<file path="src/rtl/cv32e40p_ft_redundancy_ctrl.sv">
`default_nettype none
// ============================================================================
// Module   : cv32e40p_ft_redundancy_ctrl
// Purpose  : Supervisor for one TMR-protected block. Tracks the redundancy
//            state from the per-replica broken flags and the voter error
//            flags, sequences software replica retirement onto set_broken_o
//            through a req/ack handshake, keeps saturating error statistics
//            and requests a halt once redundancy is lost.
// Ports    : clk, rst           clock, synchronous active-high reset
//            is_broken_i[2:0]   per-replica broken flags
//            err_detected_i     voter saw a mismatch this cycle
//            err_corrected_i    voter corrected the mismatch this cycle
//            cfg_req_i          software retire request (level)
//            cfg_mask_i[2:0]    replicas to retire, sampled on acceptance
//            cfg_ack_o          one-cycle acknowledge
//            cfg_err_o          request rejected (valid with cfg_ack_o)
//            set_broken_o[2:0]  forced-break strobe to the breakage monitors
//            state_o[1:0]       00 NOMINAL, 01 DEGRADED, 10 FATAL
//            halt_req_o         high while FATAL
//            det_cnt_o          saturating count of detected-error cycles
//            corr_cnt_o         saturating count of corrected-error cycles
//            clr_cnt_i          clears both counters
// Revision : 1.0 - initial release
// ============================================================================
module cv32e40p_ft_redundancy_ctrl #(
  parameter int unsigned ERR_CNT_W    = 16,
  parameter int unsigned UNCORR_LIMIT = 4,
  parameter int unsigned FORCE_HOLD   = 2
) (
  input  logic                 clk,
  input  logic                 rst,
  input  logic [2:0]           is_broken_i,
  input  logic                 err_detected_i,
  input  logic                 err_corrected_i,
  input  logic                 cfg_req_i,
  input  logic [2:0]           cfg_mask_i,
  output logic                 cfg_ack_o,
  output logic                 cfg_err_o,
  output logic [2:0]           set_broken_o,
  output logic [1:0]           state_o,
  output logic                 halt_req_o,
  output logic [ERR_CNT_W-1:0] det_cnt_o,
  output logic [ERR_CNT_W-1:0] corr_cnt_o,
  input  logic                 clr_cnt_i
);

  // Widths of the internal run and hold counters
  localparam int unsigned c_run_w  = $clog2(UNCORR_LIMIT + 1);
  localparam int unsigned c_hold_w = (FORCE_HOLD > 1) ? $clog2(FORCE_HOLD) : 1;

  localparam logic [c_run_w-1:0]   c_run_max = c_run_w'(UNCORR_LIMIT);
  localparam logic [c_hold_w-1:0]  c_hold_last = c_hold_w'(FORCE_HOLD - 1);
  localparam logic [ERR_CNT_W-1:0] c_cnt_max = {ERR_CNT_W{1'b1}};

  // Redundancy states (encoding is visible on state_o)
  localparam logic [1:0] c_red_nominal  = 2'b00;
  localparam logic [1:0] c_red_degraded = 2'b01;
  localparam logic [1:0] c_red_fatal    = 2'b10;

  // Cfg sequencer states
  localparam logic [1:0] c_cfg_idle  = 2'b00;
  localparam logic [1:0] c_cfg_drive = 2'b01;
  localparam logic [1:0] c_cfg_ack   = 2'b10;
  localparam logic [1:0] c_cfg_wait  = 2'b11;

  function automatic logic [1:0] popcount3(input logic [2:0] v);
    return {1'b0, v[0]} + {1'b0, v[1]} + {1'b0, v[2]};
  endfunction

  logic [1:0]           r_red_state;
  logic [c_run_w-1:0]   r_run_cnt;
  logic [1:0]           r_cfg_state;
  logic [2:0]           r_mask;
  logic                 r_cfg_err;
  logic [c_hold_w-1:0]  r_hold_cnt;
  logic [ERR_CNT_W-1:0] r_det_cnt;
  logic [ERR_CNT_W-1:0] r_corr_cnt;

  logic [1:0]           w_nb;
  logic [c_run_w-1:0]   w_run_nxt;
  logic                 w_uncorr;
  logic                 w_lost;
  logic [1:0]           w_red_nxt;
  logic                 w_reject;

  assign w_nb = popcount3(is_broken_i);

  // Consecutive detected-but-uncorrected cycles, saturating at the limit.
  // The updated value is used so FATAL appears one cycle after the
  // UNCORR_LIMIT-th bad cycle, like every other input-driven transition.
  always_comb begin
    w_run_nxt = '0;
    if (err_detected_i && !err_corrected_i) begin
      if (r_run_cnt == c_run_max) begin
        w_run_nxt = r_run_cnt;
      end else begin
        w_run_nxt = r_run_cnt + 1'b1;
      end
    end
  end

  assign w_uncorr = (w_run_nxt == c_run_max);
  assign w_lost   = (w_nb >= 2'd2) || w_uncorr;

  always_comb begin
    w_red_nxt = r_red_state;
    case (r_red_state)
      c_red_nominal: begin
        if (w_lost)             w_red_nxt = c_red_fatal;
        else if (w_nb == 2'd1)  w_red_nxt = c_red_degraded;
      end
      c_red_degraded: begin
        if (w_lost)             w_red_nxt = c_red_fatal;
        else if (w_nb == 2'd0)  w_red_nxt = c_red_nominal;
      end
      c_red_fatal:              w_red_nxt = c_red_fatal;
      // Unused encoding: fail safe
      default:                  w_red_nxt = c_red_fatal;
    endcase
  end

  always_ff @(posedge clk) begin
    if (rst) begin
      r_red_state <= c_red_nominal;
      r_run_cnt   <= '0;
    end else begin
      r_red_state <= w_red_nxt;
      r_run_cnt   <= w_run_nxt;
    end
  end

  // A retirement is refused if it retires nothing, would leave fewer than
  // two healthy replicas, or redundancy is already lost.
  assign w_reject = (cfg_mask_i == 3'b000) ||
                    (popcount3(cfg_mask_i | is_broken_i) >= 2'd2) ||
                    (r_red_state == c_red_fatal);

  always_ff @(posedge clk) begin
    if (rst) begin
      r_cfg_state <= c_cfg_idle;
      r_mask      <= '0;
      r_cfg_err   <= 1'b0;
      r_hold_cnt  <= '0;
    end else begin
      case (r_cfg_state)
        c_cfg_idle: begin
          if (cfg_req_i) begin
            r_mask      <= cfg_mask_i;
            r_cfg_err   <= w_reject;
            r_hold_cnt  <= '0;
            r_cfg_state <= w_reject ? c_cfg_ack : c_cfg_drive;
          end
        end
        c_cfg_drive: begin
          if (r_hold_cnt == c_hold_last) begin
            r_cfg_state <= c_cfg_ack;
          end else begin
            r_hold_cnt <= r_hold_cnt + 1'b1;
          end
        end
        c_cfg_ack: begin
          r_cfg_state <= c_cfg_wait;
        end
        c_cfg_wait: begin
          // Requester must drop the level before the next request
          if (!cfg_req_i) r_cfg_state <= c_cfg_idle;
        end
        default: r_cfg_state <= c_cfg_idle;
      endcase
    end
  end

  // Saturating statistics; clear wins over a same-cycle increment
  always_ff @(posedge clk) begin
    if (rst) begin
      r_det_cnt  <= '0;
      r_corr_cnt <= '0;
    end else if (clr_cnt_i) begin
      r_det_cnt  <= '0;
      r_corr_cnt <= '0;
    end else begin
      if (err_detected_i && (r_det_cnt != c_cnt_max))   r_det_cnt  <= r_det_cnt + 1'b1;
      if (err_corrected_i && (r_corr_cnt != c_cnt_max)) r_corr_cnt <= r_corr_cnt + 1'b1;
    end
  end

  // All outputs are decoded from registers only
  assign set_broken_o = (r_cfg_state == c_cfg_drive) ? r_mask : 3'b000;
  assign cfg_ack_o    = (r_cfg_state == c_cfg_ack);
  assign cfg_err_o    = (r_cfg_state == c_cfg_ack) && r_cfg_err;
  assign state_o      = r_red_state;
  assign halt_req_o   = (r_red_state == c_red_fatal);
  assign det_cnt_o    = r_det_cnt;
  assign corr_cnt_o   = r_corr_cnt;

endmodule
`default_nettype wire

</file>
<file path="config.mk">
export PLATFORM = sky130hd
export DESIGN_NAME = cv32e40p_ft_redundancy_ctrl
export DESIGN_NICKNAME = d
export VERILOG_FILES = /design/src/rtl/cv32e40p_ft_redundancy_ctrl.sv
export SDC_FILE = /design/constraint.sdc
export NUM_CORES = 1
export LEC_CHECK = 0
export ABC_AREA = 0
export CAP_MARGIN = 20
export CORE_MARGIN = 3
export CORE_UTILIZATION = 30
export CTS_CLUSTER_DIAMETER = 200
export DETAILED_ROUTE_END_ITERATION = 10
export DONT_BUFFER_PORTS = 1
export REMOVE_ABC_BUFFERS = 1
export SLEW_MARGIN = 30
export SYNTH_ARGS = -nofsm -noshare
export SYNTH_HDL_FRONTEND = slang
export SYNTH_SLANG_ARGS = --single-unit
</file>
<file path="constraint.sdc">
create_clock -name clk -period 1.5 [get_ports clk]
set_input_delay 0.15 -clock clk [delete_from_list [all_inputs] [get_ports clk]]
set_output_delay 0.15 -clock clk [all_outputs]
set_load 0.02 [all_outputs]
</file>
==> results of run 1 <==
[worst min path at each step]
| stage | to | slack (ns) | startpoint |
|---|---|---|---|
| floorplan | r_cfg_state[1] | 0.22 | rst |
| global placement | state_o[1] | 0.22 | rst |
| detailed placement | state_o[1] | 0.22 | rst |
| CTS | r_mask[0] | 0.01 | cfg_req_i |
| global route | r_mask[0] | 0.006 | cfg_req_i |
| finish | r_mask[1] | 0.02 | cfg_req_i |
[sequential cells by signal, indices dropped and copies added (netlist names)]
name and cells:
det_cnt_o 16, state_o 2, r_run_cnt 3, corr_cnt_o 16
r_hold_cnt 1, r_cfg_state 2, r_cfg_err 1, r_mask 3
[kinds of logic after synthesis]
group / count (synthesis)
compound gates: 73
xor+xnor: 2
fa+ha+maj: 10
buf+inv: 21
flops: 44
simple gates: 124
[per-stage QoR]
stage	total power, W	cells	setup slack [ns]
floorplan	0.00163	267	-0.480
global placement	0.00178	437	-0.0749
detailed placement	0.00179	437	-0.146
CTS	0.00273	454	-0.0800
global route	0.00289	458	-0.126
finish	0.00272	458	-0.0776
[report_power, final]
| part | internal [W] | switching (W) |
|---|---|---|
| registers | 0.00123 | 0.0000417 |
| logic | 0.000235 | 0.000304 |
| clock network | 0.000495 | 0.000421 |
| total | 0.00196 | 0.000767 |
[placed cells by master (no fill, tap or decap), types with 3 or more instances in the layout]
| master | instances |
|---|---|
| nand2b_1 | 3 |
| or2_2 | 3 |
| ha_1 | 6 |
| o41ai_1 | 5 |
| nor4_1 | 3 |
| and2_1 | 8 |
| nand4_1 | 8 |
| dfxtp_4 | 5 |
| a211oi_1 | 6 |
| a31oi_1 | 4 |
| inv_1 | 14 |
| buf_6 | 6 |
| nand3_1 | 14 |
| clkbuf_8 | 5 |
| and3_1 | 4 |
| and4_1 | 3 |
| nor4_4 | 4 |
| dfxtp_2 | 17 |
| buf_4 | 72 |
| nand2_1 | 18 |
| or3_1 | 7 |
| nor3_1 | 9 |
| o31ai_1 | 4 |
| nor2_1 | 15 |
| dfxtp_1 | 22 |
| a21oi_1 | 22 |
| dlygate4sd3_1 | 6 |
| o311ai_1 | 3 |
| o21ai_0 | 13 |
[cells in the mapped netlist, types with 3 or more instances]
| master | number | area [um2] |
|---|---|---|
| o41ai_1 | 7 | 61.3 |
| and2_1 | 8 | 50.1 |
| nor2_1 | 18 | 67.6 |
| clkbuf_1 | 6 | 22.5 |
| nor4_1 | 8 | 50.1 |
| o21ai_0 | 15 | 75.1 |
| a21oi_1 | 25 | 125 |
| and3_1 | 5 | 31.3 |
| or4_1 | 3 | 22.5 |
| o31ai_1 | 5 | 37.5 |
| dfxtp_1 | 44 | 881 |
| a211oi_1 | 6 | 45.0 |
| inv_1 | 14 | 52.6 |
| nand2_1 | 20 | 75.1 |
| nand4_1 | 8 | 50.1 |
| nand2b_1 | 3 | 18.8 |
| nor3_1 | 11 | 55.1 |
| nand3_1 | 17 | 85.1 |
| or2_2 | 3 | 18.8 |
| or3_1 | 8 | 50.1 |
| ha_1 | 9 | 113 |
| and4_1 | 4 | 35.0 |
| a31oi_1 | 4 | 25.0 |
| o311ai_0 | 5 | 43.8 |
[layer usage]
layer,share of wire (%),wire [um],up-vias
met5,0,0,-
met3,6.8,464,10
met2,49,3360,65
met4,1.4,95,0
li1,-,-,1203
met1,42,2870,1178
[cell type report]
| type | instances | area share (%) |
|---|---|---|
| sequential | 44 | 27.0 |
| clock inverter | 2 | 1.03 |
| timing repair buffer | 84 | 19.6 |
| inverter | 14 | 1.54 |
| clock buffer | 6 | 2.13 |
| tap | 99 | 3.63 |
| multi-input combinational | 209 | 45.1 |
[what timing repair did]
action | 4_1_cts | 5_1_grt
hold endpoints to repair | 10 | 0
gates cloned | 0 | 0
setup endpoints to repair | 18 | 36
gates resized for setup | 26 | 58
buffers inserted | 3 | 4
pin swaps | 9 | 19
hold buffers | 6 | 0
==> impl_metrics.tcl, run 1 <==
set metrics [dict create \
    cts.sinks 44 \
    drt_iter0_drc 86 \
    totalWireLength_mm 6.79 \
    worstPathCellList "nand4_1 -> or3_4 -> or4_4 -> a21oi_2" \
    place_hpwl_mm 4.69 \
    slew-limit-headroom_pct 65.8 \
    setup_ws_ns -0.0776 \
    cpPeakStageDelay_ns 0.49 \
    io_pins 52 \
    cp_top_family "simple AND/OR/NAND/NOR gates" \
    period_share_pct 105 \
    use_met1_pct 18.8 \
    finalHoldViolCount 0 \
    clkLatencyLatePin_ns 0.30 \
    rsz0062_at_grt "yes" \
    path_depth 4 \
    fp.dieW_um 92.9 \
    rows 31 \
    num-fill-cells 725 \
    clkTransAtPathRegs_ns 0.09 \
    p_leak_nw 1.29 \
    grt-ovfl-total 0 \
    worstSetupEndpoint "corr_cnt_o[13]" \
    cp.required_ns 1.73 \
    regToRegEndpoint "corr_cnt_o[13]" \
    n_antenna_cell 0 \
    async_reset_ff_share_pct 0 \
    violations "setup timing" \
    worstPathBufferInverterCount 0 \
    synth_edf_count 0 \
    synth_mux_area_share_pct 0 \
    grt_pass1_vias 2341 \
    viasPerCell 5.36 \
    worst_slew_pin_slew_ns 0.513 \
    worst_clock_skew_ns 0.0117 \
    die_area_um2 8640 \
    drc 0 \
    chipHeight_um 92.9 \
    area_growth_pct 50.6 \
    post_synth.cell_area_avg_um2 8.27 \
    setup_viol 6 \
    crit_path_max_fanout 3 \
    ant_nets 0 \
    nets 380 \
    cts_buffers 5 \
    root_buffer "clkbuf_8" \
    hp-class "in2reg" \
    crit_start "corr_cnt_o[2]" \
    fin_crit_ns 1.58 \
    core_um2 7290 \
    via_count 2456 \
    placed_cell_area_um2 2900 \
    syn_inst 274 \
    gp_congestion 0.815 \
    vdd_drop_max_v 0.000414 \
    rrSetupSlack_ns -0.08 \
    powerDensity_nw_per_um2 798 \
    timing.rr.start "corr_cnt_o[2]" \
    numPortBuffers 0 \
    initial_core_util_pct 31.1 \
    fin_area_um2 3410 \
    synth_xor_xnor_area_share_pct 0.773 \
    cts_tree "yes" \
    drv_slew 0 \
    synthAdderAreaFrac_pct 5.85 \
    synth_top_family_by_area "simple AND/OR/NAND/NOR gates" \
    top_usage_layer "met2" \
    worstPathArrival_ns 1.80 \
    start_kind "flop" \
    grt_use_total_pct 15.1 \
    dr.pass1.iters 4 \
    syn-cell-area_um2 2270 \
    grt_max_degree 23 \
    yosysUniqueCellTypes 40 \
    synth_ff_type "dfxtp_1" \
    endpoint_kind "flop" \
    antenna_found_initial 0 \
    drive_above_1_share_pct 40.9 \
    crit_slowest_cell "or4_4" \
    synth_compound_area_share_pct 20.6 \
    routedWlPerCell_um 14.8 \
    critPathKind "reg2reg" \
    grt_pass1_wl_mm 10.6 \
    synth-seq-cells 44 \
    cts-htree-levels 2 \
    ys.warnings.count 0 \
    max-cap-violations 0 \
    met2_usage_pct 24.8 \
    synth-seq-area-share_pct 38.9 \
    regArea_um2 921 \
    use_met3_pct 4.71 \
    status "complete, but fails checks" \
    hold_path_depth 2 \
    yosys.area_share.simple_pct 30.4 \
    cts.path.max_buffers 2 \
    multi_input_area_um2 1540 \
    max_clock_freq_mhz 634 \
    rr_worst_depth 4 \
    final_util_pct 46.8 \
    holdWs_ns 0.0190 \
    tns_ns -0.174 \
]
No activity file was read; power rests on OpenSTA's default activity.
==> inputs of run 2 (changes only) <==
--- a/config.mk
+++ b/config.mk
@@ -13,6 +13,7 @@
 export DETAILED_ROUTE_END_ITERATION = 10
 export DONT_BUFFER_PORTS = 1
 export REMOVE_ABC_BUFFERS = 1
+export SKIP_LAST_GASP = 1
 export SLEW_MARGIN = 30
 export SYNTH_ARGS = -nofsm -noshare
 export SYNTH_HDL_FRONTEND = slang
==> run 2 against run 1 <==
Against the previous run: the run still ends with setup timing left; die area unchanged; sequential power about the same; routed wire length fell by 0.74%; clock power barely moved; non-clock buffer count did not move; setup slack got worse by 0.0039 ns; count of clock-buffer cells in the layout is the same; sequential cell count unchanged; critical path type unchanged; largest cell class unchanged; highest routed layer unchanged.
==> impl_metrics.tcl, run 2 (same netlist as run 1, synthesis figures left out) <==
set metrics [dict create \
    grt_pass1_vias 2342 \
    rsz0062_at_grt "yes" \
    status "complete, but fails checks" \
    worstPathBufferInverterCount 0 \
    crit_path_max_fanout 3 \
    regToRegEndpoint "corr_cnt_o[13]" \
    viasPerCell 5.34 \
    chipHeight_um 92.9 \
    dp_slack_ns -0.146 \
    crit_slowest_cell "or4_4" \
    rrSetupSlack_ns -0.08 \
    max-cap-violations 0 \
    gp_congestion 0.815 \
    via_count 2445 \
    hp-class "in2reg" \
    crit_start "corr_cnt_o[2]" \
    final_cell_mix "72 x buf_4, 22 x a21oi_1, 22 x dfxtp_1" \
    drv_slew 0 \
    die_area_um2 8640 \
    finalHoldViolCount 0 \
    core_um2 7290 \
    grt_use_total_pct 15.1 \
    root_buffer "clkbuf_8" \
    cpPeakStageDelay_ns 0.49 \
    initial_core_util_pct 31.1 \
    routedWlPerCell_um 14.7 \
    n_antenna_cell 0 \
    cp_top_family "simple AND/OR/NAND/NOR gates" \
    worstPathArrival_ns 1.81 \
    place_hpwl_mm 4.69 \
    hold_path_depth 2 \
    total_power_w 0.00272 \
    p_leak_nw 1.29 \
    critPathKind "reg2reg" \
    fin_cells 458 \
    grt-ovfl-total 0 \
    drc 0 \
    cts.path.max_buffers 2 \
    numPortBuffers 0 \
    io_pins 52 \
    hold_end "r_mask[1]" \
    rr_worst_depth 4 \
    timing.rr.start "corr_cnt_o[2]" \
    grt_pass1_wl_mm 10.6 \
    ant_nets 0 \
    slew-limit-headroom_pct 64.8 \
    worst_clock_skew_ns 0.0106 \
    clkLatencyLatePin_ns 0.30 \
    setup_viol 5 \
    area_growth_pct 49.5 \
    final_util_pct 46.5 \
    cts_buffers 5 \
    endpoint_kind "flop" \
    hp-start "cfg_req_i" \
    vdd_drop_max_v 0.000414 \
    violations "setup timing" \
    dr.pass1.iters 4 \
    drt_iter0_drc 75 \
    max_clock_freq_mhz 632 \
    period_share_pct 105 \
    holdWs_ns 0.0181 \
    cts_tree "yes" \
    totalWireLength_mm 6.74 \
    cp.required_ns 1.73 \
    drive_above_1_share_pct 40.1 \
    worstPathCellList "nand4_1 -> or3_4 -> or4_4 -> a21oi_2" \
    final_common_cell "buf_4" \
    fp.dieW_um 92.9 \
    cts-htree-levels 2 \
    worst_slew_pin_slew_ns 0.528 \
    rows 31 \
    cts.sinks 44 \
    grt_max_degree 23 \
    clkTransAtPathRegs_ns 0.09 \
    nets 380 \
    antenna_found_initial 0 \
    powerDensity_nw_per_um2 804 \
    start_kind "flop" \
    fin_crit_ns 1.58 \
    place_inst 437 \
    setup_ws_ns -0.0815 \
]
==> run 2: cell counts in the layout (fill, tap and decap cells not counted) <==
Identical to the previous run, type by type.
==> run 2: area by class of cell <==
cell class	count	area, um2
well taps	99	124
clock buffers	6	72.6
inverters	14	52.6
flip-flops and latches	44	918
clock inverters	2	35.0
fillers	729	3900
multi-input cells	209	1520
repair buffers	84	668
==> run 2: how the worst max path moves through the flow <==
stage,end,depth (start not counted),slack (ns)
2_1_floorplan,corr_cnt_o[13],4,-0.48
3_3_place_gp,det_cnt_o[8],5,-0.07
3_5_place_dp,corr_cnt_o[12],5,-0.15
4_1_cts,corr_cnt_o[10],5,-0.08
5_1_grt,corr_cnt_o[13],5,-0.12
6_report,corr_cnt_o[13],4,-0.08
==> run 2: repair_timing <==
| action | in CTS | in global routing |
|---|---|---|
| setup endpoints to repair | 18 | 36 |
| gates resized for setup | 25 | 54 |
| hold buffers | 6 | 0 |
| pin swaps | 9 | 18 |
| setup buffers | 3 | 4 |
| hold endpoints to repair | 10 | 0 |
==> run 2: per-stage QoR <==
stage	area [um2]	setup TNS, ns
after floorplan	2240	-4.82
after global placement	2900	-0.570
after detailed placement	2900	-0.922
after CTS	3150	-0.224
after global routing	3390	-1.19
final	3390	-0.161
==> run 2: routing by layer <==
layer	global-route usage [%]	vias to the layer above	wire length, um
li1	-	1199	-
met1	18.8	1171	2890
met2	24.8	65	3290
met3	4.71	10	465
met4	4.88	0	93
met5	0	-	0
==> run 2: power by group <==
| group | switching, W | leakage, nW | internal [W] | total, W |
|---|---|---|---|---|
| Sequential | 0.0000417 | 0.368 | 0.00123 | 0.00127 |
| Clock | 0.000420 | 0.0552 | 0.000495 | 0.000915 |
| Combinational | 0.000304 | 0.870 | 0.000235 | 0.000540 |
